**config.mk**
```make
export PLATFORM = sky130hd
export DESIGN_NAME = debounce_enable
export DESIGN_NICKNAME = d
export VERILOG_FILES = /design/src/rtl/debounce_enable.sv
export SDC_FILE = /design/constraint.sdc
export NUM_CORES = 1
export LEC_CHECK = 0
export ABC_CLOCK_PERIOD_IN_PS = 4450
export CORE_MARGIN = 10
export CORE_UTILIZATION = 35
export DETAILED_ROUTE_END_ITERATION = 10
export HOLD_SLACK_MARGIN = 0.02
export PLACE_DENSITY = 0.66
export SLEW_MARGIN = 0
export SYNTH_ARGS = -nofsm -noshare
export SYNTH_HDL_FRONTEND = slang
export SYNTH_SLANG_ARGS = --single-unit
export TNS_END_PERCENT = 5
```
**constraint.sdc**
```tcl
create_clock -name clk -period 4.45 [get_ports clk]
set_clock_uncertainty 0.2 [all_clocks]
set_input_delay 0.89 -clock clk [delete_from_list [all_inputs] [get_ports clk]]
set_output_delay 0.89 -clock clk [all_outputs]
set_load 0.1 [all_outputs]
```
**src/rtl/debounce_enable.sv**
```systemverilog
// debounce_enable
//    Conditions a raw push-button and raw slide switches for the D latch and
//    register stages. The button and switches are each synchronised through
//    two flops, the button is debounced by a counter-driven FSM, and the
//    switch word is captured at the moment a press is accepted.
//
//    Optional feature macro: AUTOREPEAT_EN
//       defined   : while the button stays held, en_pulse repeats every
//                   REPEAT_CYCLES+1 cycles and data_q is re-captured each time.
//       undefined : exactly one en_pulse per accepted press.
//
//    Ports
//       clk       in   1      system clock, rising edge
//       rst_n     in   1      asynchronous active-low reset
//       btn_in    in   1      raw button (asynchronous, bouncy)
//       data_in   in   WIDTH  raw switches (asynchronous)
//       en_level  out  1      debounced button level, drives latch E
//       en_pulse  out  1      one-cycle strobe per accepted press / repeat
//       data_q    out  WIDTH  switch word captured at acceptance, drives latch D
//       busy      out  1      high while qualifying an edge
//
//    state     | meaning
//    ----------+------------------------------------------------------------
//    IDLE      | button released and debounced, waiting for a high sample
//    ARMING    | button seen high, counting stable high samples
//    HELD      | press accepted, en_level high
//    RELEASING | button seen low while held, counting stable low samples

module debounce_enable #(
   parameter int WIDTH           = 8,
   parameter int DEBOUNCE_CYCLES = 500000,
   parameter int REPEAT_CYCLES   = 25000000
) (
   input  logic             clk,
   input  logic             rst_n,
   input  logic             btn_in,
   input  logic [WIDTH-1:0] data_in,
   output logic             en_level,
   output logic             en_pulse,
   output logic [WIDTH-1:0] data_q,
   output logic             busy
);

   localparam int            CW      = $clog2(DEBOUNCE_CYCLES + 1);
   localparam logic [CW-1:0] CNT_MAX = CW'(DEBOUNCE_CYCLES);
   localparam logic [CW-1:0] CNT_ONE = CW'(1);

   typedef enum logic [1:0] {
      IDLE      = 2'd0,
      ARMING    = 2'd1,
      HELD      = 2'd2,
      RELEASING = 2'd3
   } state_t;

   logic             btn_m;
   logic             btn_s;
   logic [WIDTH-1:0] data_m;
   logic [WIDTH-1:0] data_s;

   state_t           state;
   state_t           state_nx;
   logic [CW-1:0]    cnt;
   logic [CW-1:0]    cnt_nx;
   logic             en_level_nx;
   logic             en_pulse_nx;
   logic [WIDTH-1:0] data_q_nx;

   // Two-flop synchronisers; the FSM only ever looks at btn_s / data_s.
   always_ff @(posedge clk or negedge rst_n) begin
      if (!rst_n) begin
         btn_m  <= 1'b0;
         btn_s  <= 1'b0;
         data_m <= '0;
         data_s <= '0;
      end else begin
         btn_m  <= btn_in;
         btn_s  <= btn_m;
         data_m <= data_in;
         data_s <= data_m;
      end
   end

`ifdef AUTOREPEAT_EN
   localparam int            RW      = $clog2(REPEAT_CYCLES + 1);
   localparam logic [RW-1:0] RPT_MAX = RW'(REPEAT_CYCLES);
   localparam logic [RW-1:0] RPT_ONE = RW'(1);

   logic [RW-1:0] rcnt;
   logic [RW-1:0] rcnt_nx;

   always_ff @(posedge clk or negedge rst_n) begin
      if (!rst_n) begin
         rcnt <= '0;
      end else begin
         rcnt <= rcnt_nx;
      end
   end
`else
   // REPEAT_CYCLES only matters to the auto-repeat build; referenced here so
   // the parameter list stays identical between builds.
   if (REPEAT_CYCLES < 1) begin : g_repeat_unused
   end
`endif

   always_ff @(posedge clk or negedge rst_n) begin
      if (!rst_n) begin
         state    <= IDLE;
         cnt      <= '0;
         en_level <= 1'b0;
         en_pulse <= 1'b0;
         data_q   <= '0;
      end else begin
         state    <= state_nx;
         cnt      <= cnt_nx;
         en_level <= en_level_nx;
         en_pulse <= en_pulse_nx;
         data_q   <= data_q_nx;
      end
   end

   always_comb begin
      state_nx    = state;
      cnt_nx      = cnt;
      en_level_nx = en_level;
      en_pulse_nx = 1'b0;
      data_q_nx   = data_q;
`ifdef AUTOREPEAT_EN
      rcnt_nx     = rcnt;
`endif

      unique case (state)
         IDLE: begin
            if (btn_s) begin
               state_nx = ARMING;
               cnt_nx   = CNT_ONE;
            end else begin
               cnt_nx   = '0;
            end
         end

         ARMING: begin
            if (!btn_s) begin
               state_nx = IDLE;
               cnt_nx   = '0;
            end else if (cnt == CNT_MAX) begin
               state_nx    = HELD;
               cnt_nx      = '0;
               data_q_nx   = data_s;
               en_level_nx = 1'b1;
               en_pulse_nx = 1'b1;
`ifdef AUTOREPEAT_EN
               rcnt_nx     = '0;
`endif
            end else begin
               // Saturating increment: the counter must never wrap.
               cnt_nx = (cnt == CNT_MAX) ? cnt : cnt + CNT_ONE;
            end
         end

         HELD: begin
            if (!btn_s) begin
               state_nx = RELEASING;
               cnt_nx   = CNT_ONE;
`ifdef AUTOREPEAT_EN
               rcnt_nx  = '0;
`endif
            end else begin
`ifdef AUTOREPEAT_EN
               if (rcnt == RPT_MAX) begin
                  en_pulse_nx = 1'b1;
                  data_q_nx   = data_s;
                  rcnt_nx     = '0;
               end else begin
                  rcnt_nx     = rcnt + RPT_ONE;
               end
`endif
            end
         end

         RELEASING: begin
`ifdef AUTOREPEAT_EN
            rcnt_nx = '0;
`endif
            if (btn_s) begin
               // Release bounce: back to HELD silently, no pulse, no capture.
               state_nx = HELD;
               cnt_nx   = '0;
            end else if (cnt == CNT_MAX) begin
               state_nx    = IDLE;
               cnt_nx      = '0;
               en_level_nx = 1'b0;
            end else begin
               cnt_nx = (cnt == CNT_MAX) ? cnt : cnt + CNT_ONE;
            end
         end

         default: begin
            state_nx = IDLE;
            cnt_nx   = '0;
         end
      endcase
   end

   assign busy = (state == ARMING) || (state == RELEASING);

endmodule

```
## Word-level counts from Yosys, hierarchy flattened

Cells that the tools add are included.

- Div/mod/pow operators: 0
- Add/subtract/negate cells: 1
- Magnitude comparators: 0
- Shift operators: 0
- Eq/ne operators: 12
- Bitwise gates (word level): 0
- Multiply operators: 0
- Muxes and demuxes: 21
- Reduce and logical (&&, ||, !) cells: 6

Operator list:

| cell | number |
|---|---|
| 2-to-1 mux 19 bit | 4 |
| case mux 19 bit (4 select lines) | 1 |
| adder 19 x 1 -> 19 bit, second input constant | 1 |
| equality test 19 bit, second input constant | 1 |
| 2-to-1 mux 2 bit | 6 |
| inequality test 2 bit, second input constant | 6 |
| 2-to-1 mux 1 bit | 8 |
| case mux 2 bit (4 select lines) | 1 |
| inequality test 3 bit, second input constant | 2 |
| AND reduction 5 bit | 1 |
| equality test 2 bit, second input constant | 2 |
| AND reduction 4 bit | 1 |
| AND reduction 3 bit | 1 |
| equality test 2 x 1 -> 1 bit, second input constant | 1 |
| logical NOT 2 bit | 1 |
| case mux 1 bit (2 select lines) | 1 |
| nonzero test 2 bit | 1 |
| logical OR 1 bit | 1 |

- ROM bits: 0
- Output and inout port bits: 11
- Input port bits: 11
- Memory bits (writable): 0
- Register bits after elaboration: 49
- Memories kept: 0
- Word-level logic and storage cells: 49
- Bits in latches: 0

## Longest topological paths before layout

Gate-level depths: netlist (run 1).

- Depth in word-level cells: 4
- Depth in mapped cells: 8
- Depth with buffers taken out: 7

## Worst setup path after synthesis (run 1)

No wires, ideal clock.

- Kind: register -> output
- Start: reg state[0]
- End: out busy
- Slack: 2079 ps
- Path buffers: 1
- Data required time: 3360 ps
- Arrival: 1281 ps
- Stages on the path, launching flop included: 2
- Cells stage by stage: dfrtp_1 clkbuf_1

- Longest elaborated chain between the ends: 2
- Elaborated cells on any way between the ends: 3
- Those cells by class: 2 x eq/ne; 1 x reduce/logical

Ends and longest elaborated chain:

| item | line | RTL |
|---|---|---|
| from (decl) | 60 | `state_t state;` |
| from (signal assigned) | 113 | `state <= state_nx;` |
| equality test 2 x 1 -> 1 bit or equality test 2 bit (tied branches) | 204 | `assign busy = (state == ARMING) \|\| (state == RELEASING);` |
| logical OR 1 bit (*) | 204 |  |
| to (decl) | 41 | `output logic busy` |

Every way passes the cells marked *; elsewhere a longest branch is shown, timed or not.

## Worst setup path in the final report (run 1)

Ends and elaborated chain as after synthesis.

==> impl_metrics.ini, run 1 <==
[sta]
setup_slack_ps = 1410
worstMarginPinSlew_ps = 1180
timing.final.crit_period_ps = 3040
hold_slack_ps = 153
fin_tns_setup_ps = 0
setup-violations-final = 0
rsz0062_at_grt = false
final_hold_viol_count = 0
fmax_ghz = 0.329
drv_slew = 0
slew_headroom_pct = 21.4
finalCritPeriodShare_pct = 68.4

[floorplanning]
die_area_um2 = 9490
core-area_um2 = 5890
fp.dieW_um = 97.4
initial_core_util_pct = 35.6
die_h_um = 97.4
fp-row-count = 28
io_pins = 22

[clocking]
htree_levels = 2
clkLatencyLatePin_ps = 300
holdBufCountCts = 0
root_buffer = clkbuf_8
cts_tree = done
clkTransAtPathRegs_ps = 90
post_cts_buffers = 0
cts_sinks = 49
cts_resized = 0
cts_buffers = 5
clock_path_buffers = 2

[logic_synthesis]
yosysWarnings = 0
yosysMostFrequentCell = dfrtp_1
synth_area_per_cell_um2 = 11.4
synthesis.instances = 184
syn_area_um2 = 2100
synth_edf_count = 0
synth.distinct_cells = 36
async_flop_share_pct = 100
synth-seq-cells = 49
synth_area_leaders = dfrtp_1, mux2_2, a31oi_1, nand3_1, nand2_1
ys.flop_type = dfrtp_1
yosysTopAreaCell = dfrtp_1
yosys-top-cells-count = dfrtp_1, nand2_1, a31oi_1, nand3_1, nor2_1
yosysSeqAreaShare_pct = 58.5
synth_nets = 197
synth_top_area_share_pct = 58.5

[final_layout]
final_area_um2 = 2460
fill_cells = 551
n_antenna_cell = 0
multi_input_area_um2 = 802
seq_area_um2 = 1230
final_nets = 217
area_delta_synth_final_pct = 17.2
drive_gt1_share_pct = 13.7

[hold_path]
min_path_type = reg -> reg
hold-path-cell-count = 0

[routing]
vias = 1470
drc = 0
vias_per_cell = 5.27
drtIter0Drc = 95
ant_nets = 0
avgRoutedWirePerCell_um = 14.6
drt-total-wl_um = 4070
dr.pass1.iters = 4

[run]
cap_violations = 0

[global_routing]
grt_pass1_wl_um = 7090
grt_usage_pct = 8.77
grt_overflow = 0
grt_pass1_vias = 1439
antenna_found_initial = 0
grt_start_max_net_pins = 50

[worst_setup_path]
path_delay_family = buffers and inverters
crit_chain = clkdlybuf4s50_1
worstPathMaxFanout = 8
cp.arrival_ps = 1950
cp.required_ps = 3360
ff2ff_path_depth = 8
cp_num_cells = 1
startpoint_type = flip-flop
crit_path_end_kind = primary output
critPathBufInv = 1
critPathMaxStageDelay_ps = 1180
criticalPathCategory = reg -> out
cpMaxStageDelayCell = clkdlybuf4s50_1

[place]
post-place-ws_ps = 1740
place_area_um2 = 2350
io_buffers = 21
routabilityCongestion = 0.777
dp_hpwl_um = 2780

[power]
ir_drop_v = 0.000356
cellLeakagePower_nw = 1.03
power_density_nw_per_um2 = 439

[status]
outcome = completed
## per-stage QoR
stage               total power [mW]  util, %  instances
floorplan                      0.720        -        184
global placement               0.767     39.9        272
detailed placement             0.771     39.9        272
CTS                             1.09     41.8        279
global route                    1.14     41.8        279
finish                          1.08     41.8        279
## power by group
group | internal [mW] | leakage [nW] | switching, mW | total [mW]
Combinational | 0.0831 | 0.342 | 0.165 | 0.248
Clock | 0.166 | 0.0546 | 0.147 | 0.313
Sequential | 0.475 | 0.635 | 0.0427 | 0.518
## layout make-up
class	count	share of cell area [%]
Inverter	4	0.611
Timing Repair Buffer	22	8.66
Multi-Input combinational cell	122	32.6
Sequential cell	49	49.9
Clock inverter	2	1.58
Tap cell	75	3.82
Clock buffer	5	2.80
## path summary, 6_finish.rpt
path | startpoint | to | slack, ps
worst max-delay path | state[0] | busy | 1410
worst min-delay path | data_m[5] | data_s[5] | 150
worst max register to register | cnt[0] | cnt[3] | 1730
worst min register to register | data_m[5] | data_s[5] | 150
max in group asynchronous | rst_n | cnt[8] | 2820
min in group asynchronous | rst_n | data_s[4] | 590
## worst register-to-register path: stages, from the launching register on
cell and delay [ps]:
dfrtp_1 430, inv_1 80, ha_1 190, or4b_4 230, nor4_4 40, a21oi_2 920, buf_4 300, a41oi_1 120
a31oi_1 150
## placed cells by master, fill, tap and decap left out, types with 2 or more instances in the layout
cell,instances
a41oi_1,5
nand4_1,3
clkdlybuf4s50_1,20
mux2_2,9
inv_1,4
dfrtp_1,49
and3_1,4
nor3_2,2
nand3_1,14
or4b_4,3
a31oi_1,14
ha_1,2
nand2_1,16
o21ai_0,6
nand2b_1,3
a21oi_1,10
clkbuf_8,5
nor2b_1,2
nand3b_1,3
nor2_1,11
## flip-flops by register name, summed over array words and instances, names as in the netlist, named ones only
register,count
data_m,8
data_q,8
data_s,8
en_pulse,1
btn_s,1
btn_m,1
cnt,19
state,1
en_level,1
## logic make-up after synthesis
| family | after synthesis | share of synthesized area (%) |
|---|---|---|
| mux | 10 | 5.31 |
| compound gates | 40 | 11.9 |
| buf+inv | 13 | 3.28 |
| fa+ha+maj | 2 | 1.19 |
| flops | 49 | 58.5 |
| simple gates | 69 | 19.5 |
| xor+xnor | 1 | 0.418 |
## layer usage
metal / share of wire (%) / vias up / track usage (%)
li1: - / 704 / -
met1: 45 / 742 / 10.8
met2: 49 / 20 / 13.9
met3: 3.7 / 4 / 2.49
met4: 1.7 / 0 / 3.69
met5: 0 / - / 0
No activity file was read; power rests on OpenSTA's default activity.
==> run 2: changes to the inputs <==
--- a/config.mk
+++ b/config.mk
@@ -5,7 +5,7 @@
 export SDC_FILE = /design/constraint.sdc
 export NUM_CORES = 1
 export LEC_CHECK = 0
-export ABC_CLOCK_PERIOD_IN_PS = 4450
+export ABC_CLOCK_PERIOD_IN_PS = 3100
 export CORE_MARGIN = 10
 export CORE_UTILIZATION = 35
 export DETAILED_ROUTE_END_ITERATION = 10
==> constraint.sdc (replaced) <==
create_clock -name clk -period 3.1 [get_ports clk]
set_clock_uncertainty 0.2 [all_clocks]
set_input_delay 0.62 -clock clk [delete_from_list [all_inputs] [get_ports clk]]
set_output_delay 0.62 -clock clk [all_outputs]
set_load 0.1 [all_outputs]
==> run 2 against run 1 <==
Final cell count rose by 0.36%. Clock-buffer cell count did not move. First-iteration DRC count rose by 9.5%. Clock power rose by 18%. Worst hold slack got worse by 66 ps. Sequential power rose by 43%. Final area fell by 1.7%. Combinational power rose by 42%. Setup slack got worse by 760 ps. Largest cell class unchanged. Highest routed layer unchanged.
==> impl_metrics.ini, run 2 (synthesized netlist as in run 1, its figures left out) <==
[routing]
vias_per_cell = 5.16
drtIter0Drc = 104
dr.pass1.iters = 4
vias = 1446
drt-total-wl_um = 4140
ant_nets = 0
drc = 0
avgRoutedWirePerCell_um = 14.8

[hold_path]
min_path_type = in -> async

[sta]
setup-violations-final = 0
setup_slack_ps = 646
worstMarginPinSlew_ps = 572
slew_headroom_pct = 61.8
final_hold_viol_count = 0
fmax_ghz = 0.407
timing.final.crit_period_ps = 2450
fin_tns_setup_ps = 0
finalCritPeriodShare_pct = 79.2
drv_slew = 0
rsz0062_at_grt = false

[clocking]
holdBufCountCts = 0
cts_sinks = 49
clkTransAtPathRegs_ps = 90
post_cts_buffers = 0
clock_path_buffers = 2
cts_buffers = 5
cts_tree = done
root_buffer = clkbuf_8
htree_levels = 2
clkLatencyLatePin_ps = 300
cts_resized = 0

[power]
ir_drop_v = 0.000374
power.total_mw = 1.46
power_density_nw_per_um2 = 607
cellLeakagePower_nw = 1.04

[final_layout]
seq_area_um2 = 1230
multi_input_area_um2 = 802
n_antenna_cell = 0
area_delta_synth_final_pct = 15.2
fill_cells = 563
final_common_cell = dfrtp_1
largest_reg_flops = 19
mostFrequentLayoutCells = dfrtp_1, nand2_1, nand3_1, a31oi_1, buf_4
final_nets = 218
top_register = cnt
drive_gt1_share_pct = 19.5
instances_no_fill = 280

[floorplanning]
initial_core_util_pct = 35.6
io_pins = 22
fp-row-count = 28
core-area_um2 = 5890
fp.dieW_um = 97.4
die_area_um2 = 9490
die_h_um = 97.4

[worst_setup_path]
r2r-start = cnt[0]
crit_path_end_kind = flip-flop
cpMaxStageDelayCell = or4b_4
cp.arrival_ps = 2440
startpoint_type = flip-flop
critPathMaxStageDelay_ps = 490
r2r_slack_ps = 650
crit_chain = inv_1 > ha_1 > or4b_4 > nor4_4 > a21oi_2 > buf_4 > a41oi_1 > a31oi_1
path_delay_family = simple AND/OR/NAND/NOR gates
ff2ff_path_depth = 8
worstPathMaxFanout = 23
cp.required_ps = 3080
criticalPathCategory = reg -> reg
r2r_end = cnt[18]
critPathBufInv = 2

[global_routing]
grt_pass1_wl_um = 7260
grt_start_max_net_pins = 27
grt_usage_pct = 9.13
grt_overflow = 0
antenna_found_initial = 0
grt_pass1_vias = 1530

[place]
dp.cells = 273
routabilityCongestion = 0.805
io_buffers = 21
post-place-ws_ps = 652
dp_hpwl_um = 2910

[status]
outcome = completed

[run]
cap_violations = 0
run 2: cell count changes in the layout (fill, tap and decap cells not counted), sizes merged:
cell | previous run | this run
buf | 2 | 14
clkinvlp | 0 | 1
clkinv | 0 | 1
inv | 5 | 4
clkdlybuf4s50 | 20 | 9
bufinv | 1 | 0
run 2: worst max-delay path by stage:
stage           start  depth (start not counted)        end
2_1_floorplan  cnt[0]                          7  data_q[0]
3_3_place_gp   cnt[0]                          7  data_q[0]
3_5_place_dp   cnt[0]                          7  data_q[7]
4_1_cts        cnt[0]                          7  data_q[7]
5_1_grt        cnt[0]                          8    cnt[11]
6_report       cnt[0]                          8    cnt[18]
run 2: report_power, final:
part	switching [mW]	internal, mW	leakage [nW]
clock	0.214	0.156	0.0402
combinational	0.236	0.115	0.369
sequential	0.0613	0.682	0.635
total	0.512	0.953	1.04
run 2: layer usage:
metal	wire length, um	up-vias	track usage (%)
li1	-	709	-
met1	1880	709	10.8
met2	2030	22	15.1
met3	137	6	2.28
met4	87	0	4.36
met5	0	-	0
run 2: cell type report:
cell class / count / area share (%)
Timing Repair Buffer: 23 / 7.98
Tap cell: 75 / 3.89
Clock inverter: 2 / 0.674
Clock buffer: 5 / 2.85
Inverter: 4 / 0.622
Multi-Input combinational cell: 122 / 33.2
Sequential cell: 49 / 50.8
run 2: per-stage QoR:
stage | utilization (%) | area (um^2) | hold slack (ps)
final | 41.0 | 2410 | 86.7
after global routing | 41.0 | 2410 | 125
after CTS | 41.0 | 2410 | 101
after detailed placement | 39.6 | 2330 | 135
after global placement | 39.6 | 2330 | 132
after floorplan | - | 2100 | 124
